File: src/rtl/mem_load_sequencer.sv
// mem_load_sequencer
//
// Streams host words into the chip's memories ahead of a compute phase. A load
// begins with a load_start pulse in IDLE. The first N_MAIN_WORDS accepted words
// go to the input/kernel memory (int_mem_we). The next N_OVERLAP_WORDS go to the
// overlap cache (overlap_cache_we). The sequencer then sits in READY with
// data_ready high until the chip reports fsm_done.
//
// Ports
//   clk              rising-edge clock
//   rst_in           synchronous active-high reset
//   load_start       one-cycle pulse, honoured only in IDLE
//   host_addr        host word address (bit 15 selects kernel vs input downstream)
//   host_data        host word data
//   host_valid       host presents a word
//   host_ready       sequencer accepts words (LOAD_MAIN / LOAD_OVL)
//   mem_addr         registered write address to the chip
//   mem_din          registered write data to the chip
//   int_mem_we       input/kernel memory write strobe, one cycle after accept
//   overlap_cache_we overlap cache write strobe, one cycle after accept
//   data_ready       all memories loaded (registered, high while in READY)
//   fsm_done         chip finished the loaded tile, honoured only in READY
//   busy             sequencer is not idle
//   addr_err         sticky: an overlap word had an out-of-range address

module mem_load_sequencer #(
  parameter int unsigned IO_DATA_WIDTH   = 16,
  parameter int unsigned N_MAIN_WORDS    = 16896,
  parameter int unsigned N_OVERLAP_WORDS = 256
) (
  input  logic                     clk,
  input  logic                     rst_in,
  input  logic                     load_start,
  input  logic [IO_DATA_WIDTH-1:0] host_addr,
  input  logic [IO_DATA_WIDTH-1:0] host_data,
  input  logic                     host_valid,
  output logic                     host_ready,
  output logic [IO_DATA_WIDTH-1:0] mem_addr,
  output logic [IO_DATA_WIDTH-1:0] mem_din,
  output logic                     int_mem_we,
  output logic                     overlap_cache_we,
  output logic                     data_ready,
  input  logic                     fsm_done,
  output logic                     busy,
  output logic                     addr_err
);

  localparam int unsigned MaxWords = (N_MAIN_WORDS > N_OVERLAP_WORDS) ? N_MAIN_WORDS
                                                                      : N_OVERLAP_WORDS;
  localparam int unsigned CntW     = $clog2(MaxWords + 1);

  typedef enum logic [1:0] {
    StIdle,
    StLoadMain,
    StLoadOvl,
    StReady
  } state_e;

  state_e          state_q;
  logic [CntW-1:0] word_cnt_q;

  logic accept;
  logic main_last;
  logic ovl_last;
  logic ovl_in_range;

  // host_ready is a pure decode of the state register so the host sees it
  // for the whole of both load phases, including stall cycles.
  assign host_ready = (state_q == StLoadMain) || (state_q == StLoadOvl);
  assign busy       = (state_q != StIdle);
  assign accept     = host_valid && host_ready;

  // Phase ends on the accept of the last word, so the counter never reaches N.
  assign main_last    = (word_cnt_q == CntW'(N_MAIN_WORDS - 1));
  assign ovl_last     = (word_cnt_q == CntW'(N_OVERLAP_WORDS - 1));
  assign ovl_in_range = (32'(host_addr) < N_OVERLAP_WORDS);

  always_ff @(posedge clk) begin
    if (rst_in) begin
      state_q          <= StIdle;
      word_cnt_q       <= '0;
      mem_addr         <= '0;
      mem_din          <= '0;
      int_mem_we       <= 1'b0;
      overlap_cache_we <= 1'b0;
      data_ready       <= 1'b0;
      addr_err         <= 1'b0;
    end else begin
      // Strobes are single-cycle: only an accept on this edge raises one.
      int_mem_we       <= 1'b0;
      overlap_cache_we <= 1'b0;

      // Address/data bus only moves on an accept; otherwise it holds.
      if (accept) begin
        mem_addr <= host_addr;
        mem_din  <= host_data;
      end

      unique case (state_q)
        StIdle: begin
          if (load_start) begin
            state_q    <= StLoadMain;
            word_cnt_q <= '0;
            addr_err   <= 1'b0;
          end
        end

        StLoadMain: begin
          if (accept) begin
            // No address filtering here: kernel/input decode happens downstream.
            int_mem_we <= 1'b1;
            if (main_last) begin
              state_q    <= StLoadOvl;
              word_cnt_q <= '0;
            end else begin
              word_cnt_q <= word_cnt_q + CntW'(1);
            end
          end
        end

        StLoadOvl: begin
          if (accept) begin
            // Out-of-range words still count toward the phase but are dropped.
            if (ovl_in_range) begin
              overlap_cache_we <= 1'b1;
            end else begin
              addr_err <= 1'b1;
            end
            if (ovl_last) begin
              // data_ready rises together with the final overlap strobe.
              state_q    <= StReady;
              word_cnt_q <= '0;
              data_ready <= 1'b1;
            end else begin
              word_cnt_q <= word_cnt_q + CntW'(1);
            end
          end
        end

        StReady: begin
          if (fsm_done) begin
            state_q    <= StIdle;
            data_ready <= 1'b0;
          end
        end

        default: begin
          state_q <= StIdle;
        end
      endcase
    end
  end

  a_strobe_exclusive: assert property (@(posedge clk) disable iff (rst_in)
    !(int_mem_we && overlap_cache_we));

  a_ready_matches_state: assert property (@(posedge clk) disable iff (rst_in)
    data_ready == (state_q == StReady));

endmodule

File: config.mk
export PLATFORM = sky130hd
export DESIGN_NAME = mem_load_sequencer
export DESIGN_NICKNAME = d
export VERILOG_FILES = /design/src/rtl/mem_load_sequencer.sv
export SDC_FILE = /design/constraint.sdc
export NUM_CORES = 1
export LEC_CHECK = 0
export ABC_AREA = 1
export CORE_ASPECT_RATIO = 2
export CORE_MARGIN = 2
export CORE_UTILIZATION = 32
export CTS_BUF_LIST = sky130_fd_sc_hd__clkbuf_4 sky130_fd_sc_hd__clkbuf_8
export DETAILED_ROUTE_END_ITERATION = 6
export PLACE_DENSITY = 0.63
export SLEW_MARGIN = 25
export SYNTH_ARGS = -nofsm -noshare
export SYNTH_HDL_FRONTEND = slang
export SYNTH_SLANG_ARGS = --single-unit
File: constraint.sdc
create_clock -name clk -period 2.5 [get_ports clk]
set_clock_uncertainty 0.15 [all_clocks]
set_input_delay 0.375 -clock clk [delete_from_list [all_inputs] [get_ports clk]]
set_output_delay 0.375 -clock clk [all_outputs]
set_load 0.05 [all_outputs]
Word-level counts from Yosys, hierarchy flattened
Index checks and enable logic that the tools add are counted.
{"block": "op_classes", "n_addsub": 1, "n_mul": 0, "div": 0, "mux": 23, "n_eq_ne": 12, "shifts": 0, "n_lt_le_gt_ge": 1, "reduce_logical": 13, "bitwise": 3}
{"op": "$mux W15", "n": 5}
{"op": "$pmux W15 S3", "n": 1}
{"op": "$lt A16 B9 Y1 const B", "n": 1}
{"op": "$add A15 B1 Y15 const B", "n": 1}
{"op": "$eq A15 B15 Y1 const B", "n": 1}
{"op": "$eq A15 B8 Y1 const B", "n": 1}
{"op": "$ne A2 B2 Y1 const B", "n": 7}
{"op": "$mux W2", "n": 6}
{"op": "$reduce_and A4 Y1", "n": 3}
{"op": "$mux W1", "n": 8}
{"op": "$pmux W2 S4", "n": 1}
{"op": "$reduce_and A6 Y1", "n": 1}
{"op": "$reduce_bool A2 Y1", "n": 3}
{"op": "$eq A2 B2 Y1 const B", "n": 2}
{"op": "$pmux W1 S2", "n": 2}
{"op": "$not A1 Y1", "n": 3}
{"op": "$reduce_bool A3 Y1", "n": 1}
{"op": "$reduce_or A3 Y1", "n": 1}
{"op": "$eq A2 B1 Y1 const B", "n": 1}
{"op": "$logic_not A2 Y1", "n": 1}
{"op": "$reduce_or A2 Y1", "n": 1}
{"op": "$logic_and A1 B1 Y1", "n": 1}
{"op": "$logic_or A1 B1 Y1", "n": 1}
{"block": "totals", "in_bits": 37, "latchBits": 0, "wordCells": 61, "ramBits": 0, "n_memories": 0, "output_inout_bits": 38, "mem_bits_ro": 0, "ff_bits": 53}

Longest topological paths before layout
{"block": "logic_depth", "ltp_word": 5, "ltp_mapped": 11, "depth_no_buf": 10}

Worst setup path after synthesis
No wires, ideal clock.
{"block": "synth_path", "path_type": "reg2reg", "start": "reg state_q[0]", "end": "reg word_cnt_q[5]", "setup_ps": 123, "n_path_buf": 1, "path_stages_with_launch": 11, "t_arrival_ps": 1951, "period_less_slack_ps": 2223, "setup_slack_ps": 277, "path_cell_list": "dfxtp_1 -> inv_1 -> ha_1 -> nand2_2 -> nand2_2 -> nand2_2 -> nor2_4 -> inv_2 -> buf_6 -> a21oi_4 -> nor2_1"}
{"block": "synth_via", "elab_chain_len": 5}
{"element": "start: declaration", "line": "59", "source": "state_e state_q;"}
{"element": "start signal: assignment", "line": "80", "source": "state_q <= StIdle;"}
{"element": "start signal: assignment", "line": "102", "source": "state_q <= StLoadMain;"}
{"element": "start signal: assignment", "line": "113", "source": "state_q <= StLoadOvl;"}
{"element": "$eq A2 B1 Y1 or $eq A2 B2 Y1 (tied branches)", "line": "69", "source": "assign host_ready = (state_q == StLoadMain) || (state_q == StLoadOvl);"}
{"element": "$logic_or A1 B1 Y1 (*)", "line": "69"}
{"element": "named net host_ready", "line": "37", "source": "output logic host_ready,"}
{"element": "$logic_and A1 B1 Y1 (*)", "line": "71", "source": "assign accept = host_valid && host_ready;"}
{"element": "$ne A2 B2 Y1 (no line)"}
{"element": "$reduce_and A4 Y1 (no line) (*)"}
{"element": "end signal: assignment", "line": "116", "source": "word_cnt_q <= word_cnt_q + CntW'(1);"}
{"element": "end signal: assignment", "line": "135", "source": "word_cnt_q <= word_cnt_q + CntW'(1);"}
{"element": "end: declaration", "line": "60", "source": "logic [CntW-1:0] word_cnt_q;"}
Mark *: on every way through the listed nets, which the timed path passes. The rest lies on a longest branch.
A chain may end at the register's enable or synchronous reset.

Worst setup path in the final report
{"block": "layout_path", "start": "reg state_q[0]", "end": "out busy"}
{"block": "layout_via", "elab_chain_len": 1}
{"element": "$reduce_bool A2 Y1", "line": "70", "source": "assign busy = (state_q != StIdle);"}
{"element": "end: declaration", "line": "44", "source": "output logic busy,"}
Every way passes these cells.

==> qor.txt <==
WHS Endpoint - data_ready
Post-DR vias/cell - 4.78
Post-Syn Instances - 346
Post-synth net total - 388
Combinational family with the most area after synthesis - simple AND/OR/NAND/NOR gates
CTS Buf Count - 5
Hold_buf cts - 0
Global route overflow - 0
Synth cell types - 26
Area share of and/or/nand/nor cells after synthesis - 0.330
Synth top area cells - dfxtp_1, nor2_1, o21ai_0
Slew Viols, Final - 0
Synth top area share - 0.438
Initial Utilization - 0.331
DIE AREA - 8330 um^2
Post-CTS setup buffer count - 0
Worst-Skew Late Latency - 0.31 ns
Top sig layer - met4
RSZ-0062 raised after global routing - false
CP Data Arrival Time - 1.83 ns
Share of cells above drive strength 1 - 0.0716
Worst Hold Class - flip-flop to flip-flop
Crit start category - flip-flop
Hpwl dp - 5130 um
Status - finished clean
Maximum vdd drop - 0.739 mV
Crit path max fanout - 3
Die height - 127 um
H-tree depth - 2
CTS sink cnt - 53
Die Span X - 65.5 um
Max Cap Violations - 0
FF-to-FF End - word_cnt_q[14]
Seq/Total Area, Yosys - 0.438
Max Buffers Root-to-Sink - 2
Crit path capture type - output pin
DR vias - 2,443
Final hold vios - 0
Flip-flop and latch count after synthesis - 53
Post-synthesis xor/xnor area fraction - 0
Cell taking the most area after synthesis - dfxtp_1
Reg2reg setup slack - 0.39 ns
Std cell rows - 44
Total wire length - 6700 um
Relative slew slack - 0.636
Metal3 WL - 423 um
DRT iter0 DRCs - 75
Root buf cell - clkbuf_8
Area Overhead vs Synth - 37.8%
Gr usage total - 0.173
PD cells - 1190 nW/um^2
ANT nets after route - 0
CTS tree - done
Post-Synth Adder-Cell Area - 0.0258
Min Tclk post-route - 2.36 ns
Critical hold path startpoint - data_ready
Compound-gate portion of the synthesized area - 0.127
Cell depth of the worst flop-to-flop path - 11
Core footprint - 7320 um^2
Vias in the first global route - 2,423
Largest net degree at the start of global routing - 45
Static leakage - 1.32 nW
DRC Markers - 0
Global-route wire length before repair - 11,100 um
Final Util - 0.456
Critical Path RT - 1.98 ns
Finish-stage setup viols - 0
Port-buffer cells - 74
Peak Freq - 424 MHz
Fin Setup TNS - 0 ns
M1 WL - 2260 um
DRT Pass-1 Iters - 4
Setup crit start - state_q[0]
I/O pin count - 75
Cell Area, Synth - 2420 um^2
Met2 WL - 3770 um
Synth Area per Inst - 7.00 um^2
Hold path depth - 2
Initial antenna violation count - 0
Crit Path Category - flip-flop to output pin
Final #Nets - 461
Final Wtd Congestion - 0.881
Fin crit share - 0.943
Worst-path clk slew - 0.09 ns
Mux contribution to synthesized area - 0
Worst r2r src - state_q[0]
PostCTS Resize Cnt - 0
Number of diodes - 0
Synthesis Warnings - 0
Worst-margin pin slew - 0.544 ns
Routed WL per cell - 13.1 um
[final cells by class]
class / instances / area, um^2
multi-input combinational: 246 / 1170
inverter: 34 / 128
sequential: 53 / 1060
tap: 92 / 115
fill: 767 / 3980
timing repair buffer: 79 / 776
clock buffer: 7 / 90.1
[worst max-delay path by stage]
stage	to	cells past startpoint
after floorplan	word_cnt_q[5]	10
after global placement	word_cnt_q[14]	11
after detailed placement	word_cnt_q[14]	11
after CTS	busy	4
after global routing	busy	4
final	busy	4
[worst max-delay path, stage by stage (launching register included)]
cell and delay [ns]:
dfxtp_1 0.37, inv_1 0.09, ha_1 0.23, inv_1 0.06, clkdlybuf4s50_1 0.79
[registers in the layout (all words and copies together) (netlist names)]
signal            count
overlap_cache_we      1
int_mem_we            1
data_ready            1
mem_din              16
mem_addr             16
addr_err              1
state_q               2
word_cnt_q           15
[metal layers]
| metal | GRT usage | vias up |
|---|---|---|
| met5 | 0 | - |
| met4 | 0.0907 | 0 |
| met2 | 0.331 | 74 |
| met3 | 0.0511 | 16 |
| li1 | - | 1242 |
| met1 | 0.154 | 1111 |
[per-stage QoR]
stage                     hold slack (ns)  cells  setup WS [ns]  total power [mW]  instance area (um^2)
after global routing                0.339    511         0.0103              4.26                  3340
after floorplan                     0.311    346          0.277              2.84                  2420
after global placement              0.292    504          0.471              3.50                  3250
after CTS                           0.306    511          0.114              4.04                  3340
after detailed placement            0.293    504          0.378              3.52                  3250
final                               0.303    511          0.142              3.98                  3340
[synth_stat cells (all sizes together)]
master,count
a21oi,17
and2,1
clkinv,1
dfxtp,53
nand3b,2
o21bai,2
clkbuf,8
nand2,52
o21ai,37
buf,5
nand3,31
inv,33
or2,1
nor2,91
nand4,4
ha,5
nor3,3
[cell usage in the layout (no fill, tap or decap), drive strengths merged]
cell type	n
nor2	91
clkdlybuf4s50	73
dfxtp	53
nand2	52
o21ai	37
inv	33
nand3	31
a21oi	17
clkbuf	7
buf	6
ha	5
nand4	4
nor3	3
o21bai	2
nand3b	2
clkinv	1
or2	1
and2	1
[report_power, final]
group	internal (mW)	leakage (nW)	switching, mW
combinational	0.715	0.839	1.61
clock	0.231	0.0477	0.271
sequential	1.05	0.433	0.105
total	2.00	1.32	1.98
[cells by family (layout without fill, tap and decap cells)]
family | Yosys count | count (layout)
adder cells (fa/ha/maj) | 5 | 5
AO/OA/AOI/OAI | 56 | 56
flip-flops | 53 | 53
buffers and inverters | 47 | 120
AND/OR/NAND/NOR | 185 | 185
Note: power is estimated with default switching activity, not from simulation.
